File: src/rtl/rv32_types.sv
// Shared RV32 core types: memory request bundle plus the memory arbiter's
// FSM state and port identifiers.
package rv32_types;

  typedef struct packed {
    logic        do_request;
    logic        write;
    logic [31:0] addr;
    logic [31:0] data;
    logic [3:0]  byte_en;
  } memory_request_t;

  typedef enum logic [1:0] {ARB_IDLE, ARB_ISSUE, ARB_WAIT, ARB_DONE} arb_state_t;
  typedef enum logic {ARB_PORT_INSTR, ARB_PORT_DATA} arb_port_t;

  function automatic logic [31:0] word_addr(input logic [31:0] a);
    return {a[31:2], 2'b00};
  endfunction

endpackage

File: src/rtl/rv32_mem_arbiter_if.sv
// Single-port memory bus: valid/ready request channel plus response-valid channel.
interface rv32_mem_arbiter_if;
  logic        mem_req_valid;
  logic        mem_req_ready;
  logic        mem_we;
  logic [31:0] mem_addr;
  logic [31:0] mem_wdata;
  logic [3:0]  mem_be;
  logic        mem_rsp_valid;
  logic [31:0] mem_rdata;

  modport master (
    output mem_req_valid, mem_we, mem_addr, mem_wdata, mem_be,
    input  mem_req_ready, mem_rsp_valid, mem_rdata
  );

  modport slave (
    input  mem_req_valid, mem_we, mem_addr, mem_wdata, mem_be,
    output mem_req_ready, mem_rsp_valid, mem_rdata
  );
endinterface

File: src/rtl/rv32_mem_arbiter.sv
// Serializes the core's fetch and data ports onto one single-port memory,
// one transaction in flight, with a one-refusal fairness guarantee.
module rv32_mem_arbiter
  import rv32_types::*;
#(
  parameter bit DATA_FIRST = 1'b1
) (
  input  logic                   clk,
  input  logic                   resetn,
  input  memory_request_t        instr_request,
  output logic                   instr_request_done,
  output logic [31:0]            instr,
  input  memory_request_t        data_request,
  output logic                   data_request_done,
  output logic [31:0]            data,
  rv32_mem_arbiter_if.master     mem
);

  arb_state_t  state;
  arb_port_t   port_q, last_grant_q, win;
  logic        fair_q, both;
  logic        we_q;
  logic [31:0] addr_q, wdata_q;
  logic [3:0]  be_q;

  logic unused_ok;
  assign unused_ok = ^{instr_request.write, instr_request.data, instr_request.byte_en,
                       instr_request.addr[1:0], data_request.addr[1:0]};

  assign both = instr_request.do_request & data_request.do_request;

  // fair_q means the port not served last lost a contested decision, so it wins now
  always_comb begin
    win = ARB_PORT_INSTR;
    if (data_request.do_request && !instr_request.do_request)
      win = ARB_PORT_DATA;
    else if (both) begin
      if (fair_q)
        win = (last_grant_q == ARB_PORT_DATA) ? ARB_PORT_INSTR : ARB_PORT_DATA;
      else
        win = DATA_FIRST ? ARB_PORT_DATA : ARB_PORT_INSTR;
    end
  end

  always_ff @(posedge clk) begin
    if (!resetn) begin
      state        <= ARB_IDLE;
      port_q       <= ARB_PORT_INSTR;
      last_grant_q <= ARB_PORT_INSTR;
      fair_q       <= 1'b0;
      we_q         <= 1'b0;
      addr_q       <= '0;
      wdata_q      <= '0;
      be_q         <= '0;
      instr        <= '0;
      data         <= '0;
    end else begin
      case (state)
        ARB_IDLE: if (instr_request.do_request || data_request.do_request) begin
          port_q       <= win;
          last_grant_q <= win;
          fair_q       <= both;
          if (win == ARB_PORT_DATA) begin
            we_q    <= data_request.write;
            addr_q  <= word_addr(data_request.addr);
            wdata_q <= data_request.data;
            be_q    <= data_request.write ? data_request.byte_en : 4'hF;
          end else begin
            we_q    <= 1'b0;
            addr_q  <= word_addr(instr_request.addr);
            wdata_q <= '0;
            be_q    <= 4'hF;
          end
          state <= ARB_ISSUE;
        end
        ARB_ISSUE: if (mem.mem_req_ready) state <= ARB_WAIT;
        ARB_WAIT: if (mem.mem_rsp_valid) begin
          if (!we_q) begin
            if (port_q == ARB_PORT_DATA) data <= mem.mem_rdata;
            else                         instr <= mem.mem_rdata;
          end
          state <= ARB_DONE;
        end
        // request inputs deliberately ignored here so a held request is not double-served
        ARB_DONE: state <= ARB_IDLE;
        default:  state <= ARB_IDLE;
      endcase
    end
  end

  assign mem.mem_req_valid = (state == ARB_ISSUE);
  assign mem.mem_we        = we_q;
  assign mem.mem_addr      = addr_q;
  assign mem.mem_wdata     = wdata_q;
  assign mem.mem_be        = be_q;

  assign instr_request_done = (state == ARB_DONE) && (port_q == ARB_PORT_INSTR);
  assign data_request_done  = (state == ARB_DONE) && (port_q == ARB_PORT_DATA);

endmodule

File: src/flat_wrapper.sv
// flat-port wrapper written by rule: the top's interface ports become plain ports
module rv32_mem_arbiter_flat import rv32_types::*;
#(
  parameter bit DATA_FIRST = 1'b1
)
  (clk, resetn, instr_request, instr_request_done, instr, data_request, data_request_done, data, mem_mem_req_valid, mem_mem_we, mem_mem_addr, mem_mem_wdata, mem_mem_be, mem_mem_req_ready, mem_mem_rsp_valid, mem_mem_rdata);
  rv32_mem_arbiter_if mem_i ();
  input  logic clk;
  input  logic resetn;
  input  memory_request_t instr_request;
  output logic instr_request_done;
  output logic [31:0] instr;
  input  memory_request_t data_request;
  output logic data_request_done;
  output logic [31:0] data;
  output wire logic [$bits(mem_i.mem_req_valid)-1:0] mem_mem_req_valid;
  output wire logic [$bits(mem_i.mem_we)-1:0] mem_mem_we;
  output wire logic [$bits(mem_i.mem_addr)-1:0] mem_mem_addr;
  output wire logic [$bits(mem_i.mem_wdata)-1:0] mem_mem_wdata;
  output wire logic [$bits(mem_i.mem_be)-1:0] mem_mem_be;
  input wire logic [$bits(mem_i.mem_req_ready)-1:0] mem_mem_req_ready;
  input wire logic [$bits(mem_i.mem_rsp_valid)-1:0] mem_mem_rsp_valid;
  input wire logic [$bits(mem_i.mem_rdata)-1:0] mem_mem_rdata;
  assign mem_mem_req_valid = mem_i.mem_req_valid;
  assign mem_mem_we = mem_i.mem_we;
  assign mem_mem_addr = mem_i.mem_addr;
  assign mem_mem_wdata = mem_i.mem_wdata;
  assign mem_mem_be = mem_i.mem_be;
  assign mem_i.mem_req_ready = mem_mem_req_ready;
  assign mem_i.mem_rsp_valid = mem_mem_rsp_valid;
  assign mem_i.mem_rdata = mem_mem_rdata;
  rv32_mem_arbiter #(.DATA_FIRST(DATA_FIRST)) u_core (.clk(clk), .resetn(resetn), .instr_request(instr_request), .instr_request_done(instr_request_done), .instr(instr), .data_request(data_request), .data_request_done(data_request_done), .data(data), .mem(mem_i));
endmodule
File: config.mk
export PLATFORM = sky130hd
export DESIGN_NAME = rv32_mem_arbiter_flat
export DESIGN_NICKNAME = d
export VERILOG_FILES = /design/src/rtl/rv32_types.sv /design/src/rtl/rv32_mem_arbiter_if.sv /design/src/rtl/rv32_mem_arbiter.sv /design/src/flat_wrapper.sv
export SDC_FILE = /design/constraint.sdc
export NUM_CORES = 1
export LEC_CHECK = 0
export BUFFER_PORTS_ARGS = -buffer_cell sky130_fd_sc_hd__buf_4
export CORE_UTILIZATION = 34
export CTS_BUF_LIST = sky130_fd_sc_hd__clkbuf_2
export CTS_CLUSTER_DIAMETER = 30
export DETAILED_ROUTE_END_ITERATION = 12
export GPL_TIMING_DRIVEN = 1
export PLACE_DENSITY_LB_ADDON = 0.25
export SLEW_MARGIN = 0
export SYNTH_ARGS = -nofsm -noshare
export SYNTH_HDL_FRONTEND = slang
export SYNTH_SLANG_ARGS = --single-unit
File: constraint.sdc
create_clock -name clk -period 2.16 [get_ports clk]
set_input_delay 0.216 -clock clk [delete_from_list [all_inputs] [get_ports clk]]
set_output_delay 0.216 -clock clk [all_outputs]
set_load 0.05 [all_outputs]
==> impl_metrics.csv <==
group,metric,value,unit
yosys,synth_top_family_by_area,"compound AO/OA/AOI/OAI gates",
worst_hold_path,worstHoldStart,"mem_mem_rdata[13]",
setup_path,rr_worst_depth,6,
sta,finalHoldViolations,0,
setup_path,r2r-start,"u_core.state[0]$_SDFFE_PN0P_",
status,status,"complete, no violations",
yosys,synth_async_sr_flop_share,0,%
pwr,leakagePower,0.003818,uW
global_route,grt_start_max_net_pins,67,
pwr,ir_drop,0.7959,mV
yosys,synth_compound_area_share,26.85,%
yosys,ys_types,35,
sta,slew_violations,0,
global_route,first_global_vias,5923,
global_route,grt_pass1_wl,29.55,mm
pwr,power.internal,5208,uW
clock_network,cts_tree,"built",
detailed_routing,drt.antenna.violating_nets,0,
pwr,combPwrFrac,48.1,%
sta,max_slew_margin,40.30,%
floorplan,die_width,125.8,um
clock_network,worstSkewPairLatency,0.68,ns
detailed_routing,wl_per_cell,15.58,um
yosys,synth_seq_cells,135,
pwr,switching_share,43.83,%
global_route,antenna_found_initial,1,
setup_path,worstSetupPathType,"register to register",
detailed_routing,viasPerCell,5.078,
sta,fin_crit,2.016,ns
yosys,synth_edf_count,0,
floorplan,die_y,125.8,um
placement,place_ws,0.5143,ns
sta,rsz0062_at_grt,"no",
sta,finalCritPeriodShare,93.34,%
run,cap_violations,0,
setup_path,reg2reg_slack,0.14,ns
clock_network,cts.sinks,135,
sta,finalHoldWorstSlack,0.3112,ns
floorplan,core_region_area,14750,um^2
setup_path,crit_required,2.78,ns
detailed_routing,num_vias,6043,
setup_path,rr_endpoint,"u_core.state[1]$_SDFFE_PN0P_",
yosys,syn_inst,613,
detailed_routing,drc,0,
detailed_routing,first_pass_iters,5,
placement,dp_hpwl,10.93,mm
sta,max_freq,496.0,MHz
placement,numPortBuffers,268,
yosys,synth_area,5215,um^2
sta,finalWorstSetupSlack,0.1438,ns
clock_network,cts_setup_buffers,0,
pwr,seqPwrFrac,34.3,%
final_layout,drive_gt1_share,34.43,%
final_layout,final_core_util,61.14,%
sta,setup-tns-final,0,ns
yosys,ys.flop_type,"dfxtp_1",
floorplan,num_rows,44,
placement,place_congestion,0.7747,
yosys,syn_avg_cell_area,8.507,um^2
global_route,grt_overflow,0,
clock_network,cts_buffers,17,
sta,skew,0.01738,ns
final_layout,synthToLayoutAreaGrowth,72.98,%
floorplan,ioPinCount,312,
worst_hold_path,min_to,"u_core.instr[13]$_SDFFE_PN0P_",
yosys,ys_seq_area_share,51.82,%
floorplan,initial_core_util,35.35,%
worst_hold_path,min_path_type,"primary input to register",
detailed_routing,drtIter0Drc,302,
clock_network,clock_path_buffers,2,
setup_path,cp_max_fo,5,
pwr,p_per_area,1028,nW/um^2
final_layout,nets,1172,
yosys,synth-xor-area-share,0,%
yosys,synthSimpleGateAreaFrac,14.08,%
clock_network,path_clk_slew,0.21,ns
setup_path,crit_path_end_kind,"register",
yosys,yosys_warnings,0,
global_route,grt_use_total,23.35,%
yosys,synthAdderAreaFrac,0.9597,%
clock_network,root_buffer,"clkbuf_2",
setup_path,startpoint_type,"register",
pwr,p_clk_share,17.6,%
setup_path,critPathArrivalTime,2.64,ns
clock_network,h-tree-depth,4,
detailed_routing,routed_wl,18.54,mm
floorplan,die-area,15840,um^2
pwr,switching_power,4065,uW
yosys,synth.area.mux_share,0,%
sta,setup_violations,0,
sta,worstMarginPinSlew,0.8921,ns
worst_hold_path,min_path_cells,4,
## placed cells by master, fill, tap and decap left out, drive strengths merged, types with 2 or more instances in the layout
cell | Yosys | final
buf | 30 | 286
dlygate4sd3 | 0 | 135
dfxtp | 135 | 135
nand2 | 129 | 129
a21oi | 96 | 96
o21ai | 61 | 61
nor2 | 34 | 34
a32oi | 32 | 32
a31oi | 31 | 31
clkbuf | 32 | 17
inv | 4 | 6
clkinvlp | 0 | 5
clkinv | 0 | 5
o221a | 4 | 4
ha | 4 | 4
bufinv | 0 | 3
and2 | 2 | 2
nand2b | 2 | 2
a22oi | 2 | 2
conb | 1 | 2
nand3 | 2 | 2
## registers in the layout (all words and copies together), names as in the netlist
register and cells:
u_core.data 32, u_core.instr 32, u_core.mem.mem_wdata 32, u_core.mem.mem_addr 30, u_core.mem.mem_be 4, u_core.state 2, u_core.fair_q 1, u_core.last_grant_q 1
u_core.mem.mem_we 1
## stage by stage
stage	cell area [um^2]	power [uW]	instances
global route	9021	9767	1190
finish	9021	9273	1190
floorplan	5219	5932	614
global placement	7377	7228	1022
CTS	8991	9252	1189
detailed placement	7377	7226	1022
## worst max-delay path: stages (launching register included)
cell           delay [ns]
dfxtp_1              0.38
inv_1                0.13
ha_4                 0.18
or3b_4               0.40
a31o_2               0.20
dlygate4sd3_1        0.54
a21oi_1              0.13
## synthesized netlist by cell type, drive strengths merged, types with 4 or more instances
cell | number | area share, %
ha | 4 | 0.96
o21ai | 61 | 5.9
a31oi | 31 | 3.7
o221a | 4 | 0.86
clkbuf | 32 | 2.3
dfxtp | 135 | 52
a21oi | 96 | 10
nand2 | 129 | 9.3
inv | 4 | 0.29
nor2 | 34 | 2.4
a32oi | 32 | 5.4
buf | 30 | 3.6
## timing repair
item,CTS,global route
setup endpoints to repair,0,20
hold endpoints to repair,134,0
resized for setup,0,5
hold buffers,135,0
## worst max path at each step
stage,start,endpoint,slack [ns],cells past startpoint
after floorplan,u_core.mem.mem_we$_SDFFE_PN0P_,u_core.data[30]$_SDFFE_PN0P_,0.70,4
after global placement,data_request[69],u_core.mem.mem_addr[24]$_SDFFE_PN0P_,0.53,5
after detailed placement,u_core.state[1]$_SDFFE_PN0P_,u_core.mem.mem_wdata[1]$_SDFFE_PN0P_,0.51,6
after CTS,u_core.state[1]$_SDFFE_PN0P_,u_core.mem.mem_addr[21]$_SDFFE_PN0P_,0.03,7
after global routing,u_core.state[1]$_SDFFE_PN0P_,u_core.mem.mem_addr[9]$_SDFFE_PN0P_,0.04,7
final,u_core.state[0]$_SDFFE_PN0P_,u_core.state[1]$_SDFFE_PN0P_,0.14,6
## routing by layer
layer | share of wire (%) | vias to the layer above | global-route usage (%)
li1 | - | 2908 | -
met2 | 49 | 287 | 39.35
met4 | 2.4 | 0 | 10.42
met1 | 42 | 2814 | 28.05
met5 | 0 | - | 0
met3 | 7.2 | 34 | 6.032
## cells by family after synthesis
logic type / Yosys count
DFF: 135
buffers and inverters: 66
adders and majority gates: 4
and+or+nand+nor: 179
other: 1
AOI/OAI and AO/OA: 228
## power groups by stage
stage	registers (uW)	logic, uW	clock network (uW)
after floorplan	4620	1320	0
after global placement	3210	4020	0
after detailed placement	3210	4020	0
after CTS	3170	4370	1710
after global routing	3230	4710	1820
final	3180	4460	1630
## final cells by class
cell class | count | area, um^2
timing repair buffer | 421 | 3568
antenna | 1 | 2.502
tap | 184 | 230.2
clock buffer | 17 | 85.08
multi-input combinational | 413 | 2238
clock inverter | 15 | 177.7
sequential | 135 | 2703
fill | 1278 | 5733
inverter | 4 | 16.27
Power figures use the tool's default switching activity.
